<file path="config.mk">
export PLATFORM = sky130hd
export DESIGN_NAME = mac_datapath
export DESIGN_NICKNAME = d
export VERILOG_FILES = /design/src/rtl/mac_datapath.sv
export SDC_FILE = /design/constraint.sdc
export NUM_CORES = 1
export LEC_CHECK = 0
export ABC_AREA = 1
export BUFFER_PORTS_ARGS = -buffer_cell sky130_fd_sc_hd__buf_2
export CORE_ASPECT_RATIO = 0.7
export CORE_UTILIZATION = 50
export CTS_BUF_LIST = sky130_fd_sc_hd__clkbuf_16
export CTS_CLUSTER_DIAMETER = 30
export CTS_CLUSTER_SIZE = 16
export DETAILED_ROUTE_END_ITERATION = 12
export PLACE_DENSITY = 0.74
export SYNTH_ARGS = -nofsm -noshare
export SYNTH_HDL_FRONTEND = slang
export SYNTH_SLANG_ARGS = --single-unit
export TNS_END_PERCENT = 50
</file>
<file path="constraint.sdc">
create_clock -name clk_i -period 8.55 [get_ports clk_i]
set_input_delay 1.71 -clock clk_i [delete_from_list [all_inputs] [get_ports clk_i]]
set_output_delay 1.71 -clock clk_i [all_outputs]
set_load 0.02 [all_outputs]
</file>
<file path="src/rtl/mac_datapath.sv">
// Multiply-accumulate datapath: operand capture from sample FIFO / coefficient ROM, signed
// shift-add multiplier, saturating accumulator and result publish for the MAC controller.
module mac_datapath #(
    parameter int DATA_W = 16,
    parameter int ACC_W  = 40
) (
    input  logic                     clk_i,
    input  logic                     rst_i,
    input  logic                     dp_reset_i,
    input  logic                     rd_signal_i,
    input  logic signed [DATA_W-1:0] sample_i,
    input  logic                     rd_coeff_i,
    input  logic signed [DATA_W-1:0] coeff_i,
    input  logic                     mul_valid_i,
    input  logic                     add_valid_i,
    input  logic                     load_result_i,
    output logic                     mul_done_o,
    output logic                     add_done_o,
    output logic signed [ACC_W-1:0]  result_o,
    output logic                     result_valid_o,
    output logic                     sat_o,
    output logic                     proto_err_o
);

    localparam int PROD_W = 2 * DATA_W;
    localparam int CNT_W  = $clog2(DATA_W);
    localparam logic [CNT_W-1:0] CNT_LAST = CNT_W'(DATA_W - 1);

    localparam logic [1:0] M_IDLE  = 2'd0;
    localparam logic [1:0] M_SHIFT = 2'd1;
    localparam logic [1:0] M_SIGN  = 2'd2;

    localparam logic signed [ACC_W-1:0] ACC_MAX = {1'b0, {(ACC_W-1){1'b1}}};
    localparam logic signed [ACC_W-1:0] ACC_MIN = {1'b1, {(ACC_W-1){1'b0}}};

    // |v| as an unsigned value; the most negative input maps to 2^(DATA_W-1), which still fits.
    function automatic logic [DATA_W-1:0] magnitude(input logic signed [DATA_W-1:0] v);
        logic [DATA_W-1:0] u;
        u = v;
        return v[DATA_W-1] ? (~u + DATA_W'(1)) : u;
    endfunction

    function automatic logic overflowed(input logic signed [ACC_W:0] s);
        return s[ACC_W] != s[ACC_W-1];
    endfunction

    function automatic logic signed [ACC_W-1:0] saturate(input logic signed [ACC_W:0] s);
        if (overflowed(s)) begin
            return s[ACC_W] ? ACC_MIN : ACC_MAX;
        end
        return s[ACC_W-1:0];
    endfunction

    logic                     rd_q;
    logic                     rd_coeff_q;
    logic signed [DATA_W-1:0] sample_q;
    logic signed [DATA_W-1:0] coeff_q;
    logic signed [DATA_W-1:0] coeff_op;

    logic [1:0]               state;
    logic [CNT_W-1:0]         cnt;
    logic [PROD_W-1:0]        mag_a;
    logic [DATA_W-1:0]        mag_b;
    logic                     neg;
    logic [PROD_W-1:0]        partial;
    logic [PROD_W-1:0]        partial_next;
    logic signed [PROD_W-1:0] product;
    logic signed [PROD_W-1:0] product_next;
    logic                     busy;

    logic signed [ACC_W-1:0]  acc;
    logic signed [ACC_W:0]    acc_sum;

    // Coefficient read issued the cycle before the multiply is taken straight off the ROM bus.
    assign coeff_op = rd_coeff_q ? coeff_i : coeff_q;
    assign busy     = (state != M_IDLE);

    assign partial_next = partial + (mag_b[0] ? mag_a : '0);
    assign product_next = neg ? $signed(~partial_next + PROD_W'(1)) : $signed(partial_next);

    assign acc_sum = {acc[ACC_W-1], acc} + {{(ACC_W+1-PROD_W){product[PROD_W-1]}}, product};

    always_ff @(posedge clk_i or posedge rst_i) begin
        if (rst_i) begin
            rd_q       <= 1'b0;
            rd_coeff_q <= 1'b0;
            sample_q   <= '0;
            coeff_q    <= '0;
        end else begin
            rd_q       <= rd_signal_i;
            rd_coeff_q <= rd_coeff_i;
            if (rd_q) begin
                sample_q <= sample_i;
            end
            if (rd_coeff_q) begin
                coeff_q <= coeff_i;
            end
        end
    end

    // Shift-add multiplier: one bit of |b| per cycle, |a| shifted left alongside.
    always_ff @(posedge clk_i or posedge rst_i) begin
        if (rst_i) begin
            state      <= M_IDLE;
            cnt        <= '0;
            mag_a      <= '0;
            mag_b      <= '0;
            neg        <= 1'b0;
            partial    <= '0;
            product    <= '0;
            mul_done_o <= 1'b0;
        end else if (dp_reset_i) begin
            state      <= M_IDLE;
            product    <= '0;
            mul_done_o <= 1'b0;
        end else begin
            mul_done_o <= 1'b0;
            case (state)
                M_IDLE: begin
                    if (mul_valid_i) begin
                        state   <= M_SHIFT;
                        mag_a   <= PROD_W'(magnitude(sample_q));
                        mag_b   <= magnitude(coeff_op);
                        neg     <= sample_q[DATA_W-1] ^ coeff_op[DATA_W-1];
                        partial <= '0;
                        cnt     <= '0;
                    end
                end
                M_SHIFT: begin
                    partial <= partial_next;
                    mag_a   <= mag_a << 1;
                    mag_b   <= mag_b >> 1;
                    cnt     <= cnt + CNT_W'(1);
                    if (cnt == CNT_LAST) begin
                        state      <= M_SIGN;
                        product    <= product_next;
                        mul_done_o <= 1'b1;
                    end
                end
                M_SIGN: begin
                    state <= M_IDLE;
                end
                default: begin
                    state <= M_IDLE;
                end
            endcase
        end
    end

    always_ff @(posedge clk_i or posedge rst_i) begin
        if (rst_i) begin
            acc        <= '0;
            add_done_o <= 1'b0;
            sat_o      <= 1'b0;
        end else if (dp_reset_i) begin
            acc        <= '0;
            add_done_o <= 1'b0;
            sat_o      <= 1'b0;
        end else begin
            add_done_o <= add_valid_i;
            if (add_valid_i) begin
                acc <= saturate(acc_sum);
                if (overflowed(acc_sum)) begin
                    sat_o <= 1'b1;
                end
            end
        end
    end

    // Publish is independent of dp_reset_i so the last result stays readable.
    always_ff @(posedge clk_i or posedge rst_i) begin
        if (rst_i) begin
            result_o       <= '0;
            result_valid_o <= 1'b0;
        end else begin
            result_valid_o <= load_result_i;
            if (load_result_i) begin
                result_o <= acc;
            end
        end
    end

    always_ff @(posedge clk_i or posedge rst_i) begin
        if (rst_i) begin
            proto_err_o <= 1'b0;
        end else if (dp_reset_i) begin
            proto_err_o <= 1'b0;
        end else if ((mul_valid_i && busy) || (add_valid_i && busy) ||
                     (add_valid_i && load_result_i)) begin
            proto_err_o <= 1'b1;
        end
    end

endmodule
</file>
==> out/results.ini <==
[final_layout]
fin_util_pct=58.7
final_common_cell=nand2_1
area_growth_pct=15.6
fillCellCount=3064
diodes=0
fin_nets=2541
multi_input_area_mm2=0.00897
final_cell_mix=nand2_1, inv_1, dfrtp_1, o21ai_0, nor2_1
drive_gt1_share_pct=12.5
regArea_mm2=0.00596

[run_status]
outcome=completed

[floorplan]
chipWidth_um=218
rows=55
io-pin-count=85
fp.dieH_um=153
die_area_mm2=0.0335
core_area_mm2=0.0323
start_util_pct=50.8

[pwr]
power_frac_seq_pct=31.2
ir_drop_uv=221
p_int_mw=2.84
p_sw_mw=1.32
power.share.clock_pct=49.3
power.density_mw_per_mm2=219
switching_share_pct=31.7
leakage_nw=10.2
power.total_mw=4.16
combPwrFrac_pct=19.5

[logic_synthesis]
synth_area_mm2=0.0164
synth_top_family_by_area=simple AND/OR/NAND/NOR gates
yosysTopAreaCell=dfrtp_1
synth_xor_area_share_pct=2.50
async_flop_share_pct=100
synth_ff_type=dfrtp_1
synth_edf_count=0
yosysSeqAreaShare_pct=36.3
synth.distinct_cells=54
yosys_warnings=0
synth-simple-area-share_pct=29.7
netlist_instances=2340
postSynthNetCount=2457
avgSynthCellArea_um2=7.01
synth-compound-area-share_pct=14.3
ys_seq_elements=238
synthAdderAreaFrac_pct=5.97
synth.mux.area_fraction_pct=2.17
synth_top_area_share_pct=36.3
synth_area_leaders=dfrtp_1, nand2_1, inv_1, ha_1, o21ai_0

[timing]
fin_skew_ns=0.0189
tightest_slew_ns=1.06
relSlewSlack_pct=29.3
fmax_ghz=0.257
period_needed_ns=3.89
hold_violations=0
period_share_pct=45.5
worst_slack_ns=4.66
setup_viol=0
setup_tns_ns=0
fin_hold_ws_ns=0.479
slew_violations=0
rsz0062_at_grt=false

[route]
drt_iter0_markers=1445
wire_per_inst_um=16.8
routed_wl_um=48400
vias=15900
first_pass_iters=6
final_antenna_net_count=0
drc=0
vias_per_cell=5.51

[global_route]
grt-busiest-layer=met1
grt_use_met1_pct=46.7
grt_pass1_wl_um=78600
antenna_found_initial=0
use_met3_pct=7.50
overflow=0
grt.met2_usage_pct=39.1
grt_pass1_vias=14800
grt_start_max_net_pins=101
grt.total_usage_pct=29.5

[critical_path]
cp_common_cell=nand2_1
r2r_cells=20
start_kind=flip-flop
crit_slowest_cell=dfrtp_1
arrival_ns=4.34
path_class=flip-flop to flip-flop
slowest_delay_ns=1.03
cp_cell_sequence=nand2_1, inv_1, ha_1, fa_1, inv_1, nand2_1, a21oi_2, nand3_1, nor2_2, nand3_1, clkinv_1, nand2_1, nor2_2, nand2_1, nor2_2, nand3_2, nand2_2, nand3_1, nand3_1, nand2_1
critPathMaxFanout=33
crit_required_ns=9.00
end_kind=flip-flop

[cts]
h-tree-depth=2
post-cts-setup-buffers=0
cts_max_path_buffers=3
cts_sinks=238
cts_buffers=49
clk_latency_ns=0.56
cts_tree=done
root_buffer=clkbuf_16
cts.repair.resized=0
clk_pin_slew_ns=0.06
hold_buffers=0

[min_path]
hold_path.class=flip-flop to flip-flop
holdPathStages=2

[placed_design]
pre_cts_slack_ns=4.53
place.gp.congestion=1.03
port_buffers=84
dp_hpwl_um=36400

[run]
drv_cap=0

[metrics by stage]
step                area (um^2)  instances
global placement          17200       2800
finish                    18900       2891
floorplan                 16400       2340
detailed placement        17200       2800
global route              18900       2891
CTS                       18900       2891
[kinds of logic after synthesis]
| logic type | after synthesis |
|---|---|
| AO/OA/AOI/OAI | 413 |
| XOR/XNOR | 45 |
| adder cells (fa/ha/maj) | 77 |
| buffers and inverters | 382 |
| flip-flops | 238 |
| multiplexers | 32 |
| AND/OR/NAND/NOR | 1153 |
[registers in the layout, indices dropped and copies added (netlist names), 2 cells and up]
register and cells:
result_o 40, state 2, mag_b 16, cnt 4
acc 40, partial 32, coeff_q 16, mag_a 32
product 32, sample_q 16
[path summary, 6_finish.rpt]
| kind | startpoint | to | slack [ns] |
|---|---|---|---|
| setup reg to reg | mag_b[0] | product[29] | 4.66 |
| hold reg to reg | mag_b[8] | mag_b[8] | 0.48 |
| max in group asynchronous | rst_i | partial[29] | 5.79 |
| min in group asynchronous | rst_i | result_o[6] | 1.26 |
| hold / removal | mag_b[8] | mag_b[8] | 0.48 |
| setup / recovery | mag_b[0] | product[29] | 4.66 |
[power by group through the flow]
stage / clock (mW) / sequential (mW) / combinational, mW
final: 2.05 / 1.30 / 0.812
after global routing: 2.13 / 1.31 / 0.924
after CTS: 2.07 / 1.30 / 0.803
after detailed placement: 0 / 1.31 / 0.798
after global placement: 0 / 1.31 / 0.774
after floorplan: 0 / 1.29 / 0.622
[metal layers]
metal	vias up	share of wire [%]	wire, um
li1	7780	-	-
met1	7479	50	24000
met2	604	38	18600
met3	59	10	5010
met4	2	1.6	786
met5	-	0.16	79
[cells in the mapped netlist (all sizes together) (14+ instances only)]
library cell    n
nand2         761
inv           317
dfrtp         238
o21ai         193
nor2          182
nand3         149
a21oi         124
ha             75
clkbuf         47
xor2           31
mux2           28
o211ai         26
nor3           21
o22ai          18
buf            16
nand4          16
xnor2          14
[cell type report]
type	instances	share of cell area, %
sequential	238	31.4
clock inverter	40	2.60
inverter	319	6.36
tap	427	2.82
clock buffer	51	6.74
multi-input combinational	1720	47.4
timing repair buffer	96	2.69
[worst max-delay path: cells and delay by family, from the launching register on]
family | cells | cell delay (ns)
AOI/OAI and AO/OA | 1 | 0.14
adders and majority gates | 2 | 0.68
buffers and inverters | 3 | 0.32
DFF | 1 | 1.03
and+or+nand+nor | 14 | 1.60
Power figures use the tool's default switching activity.
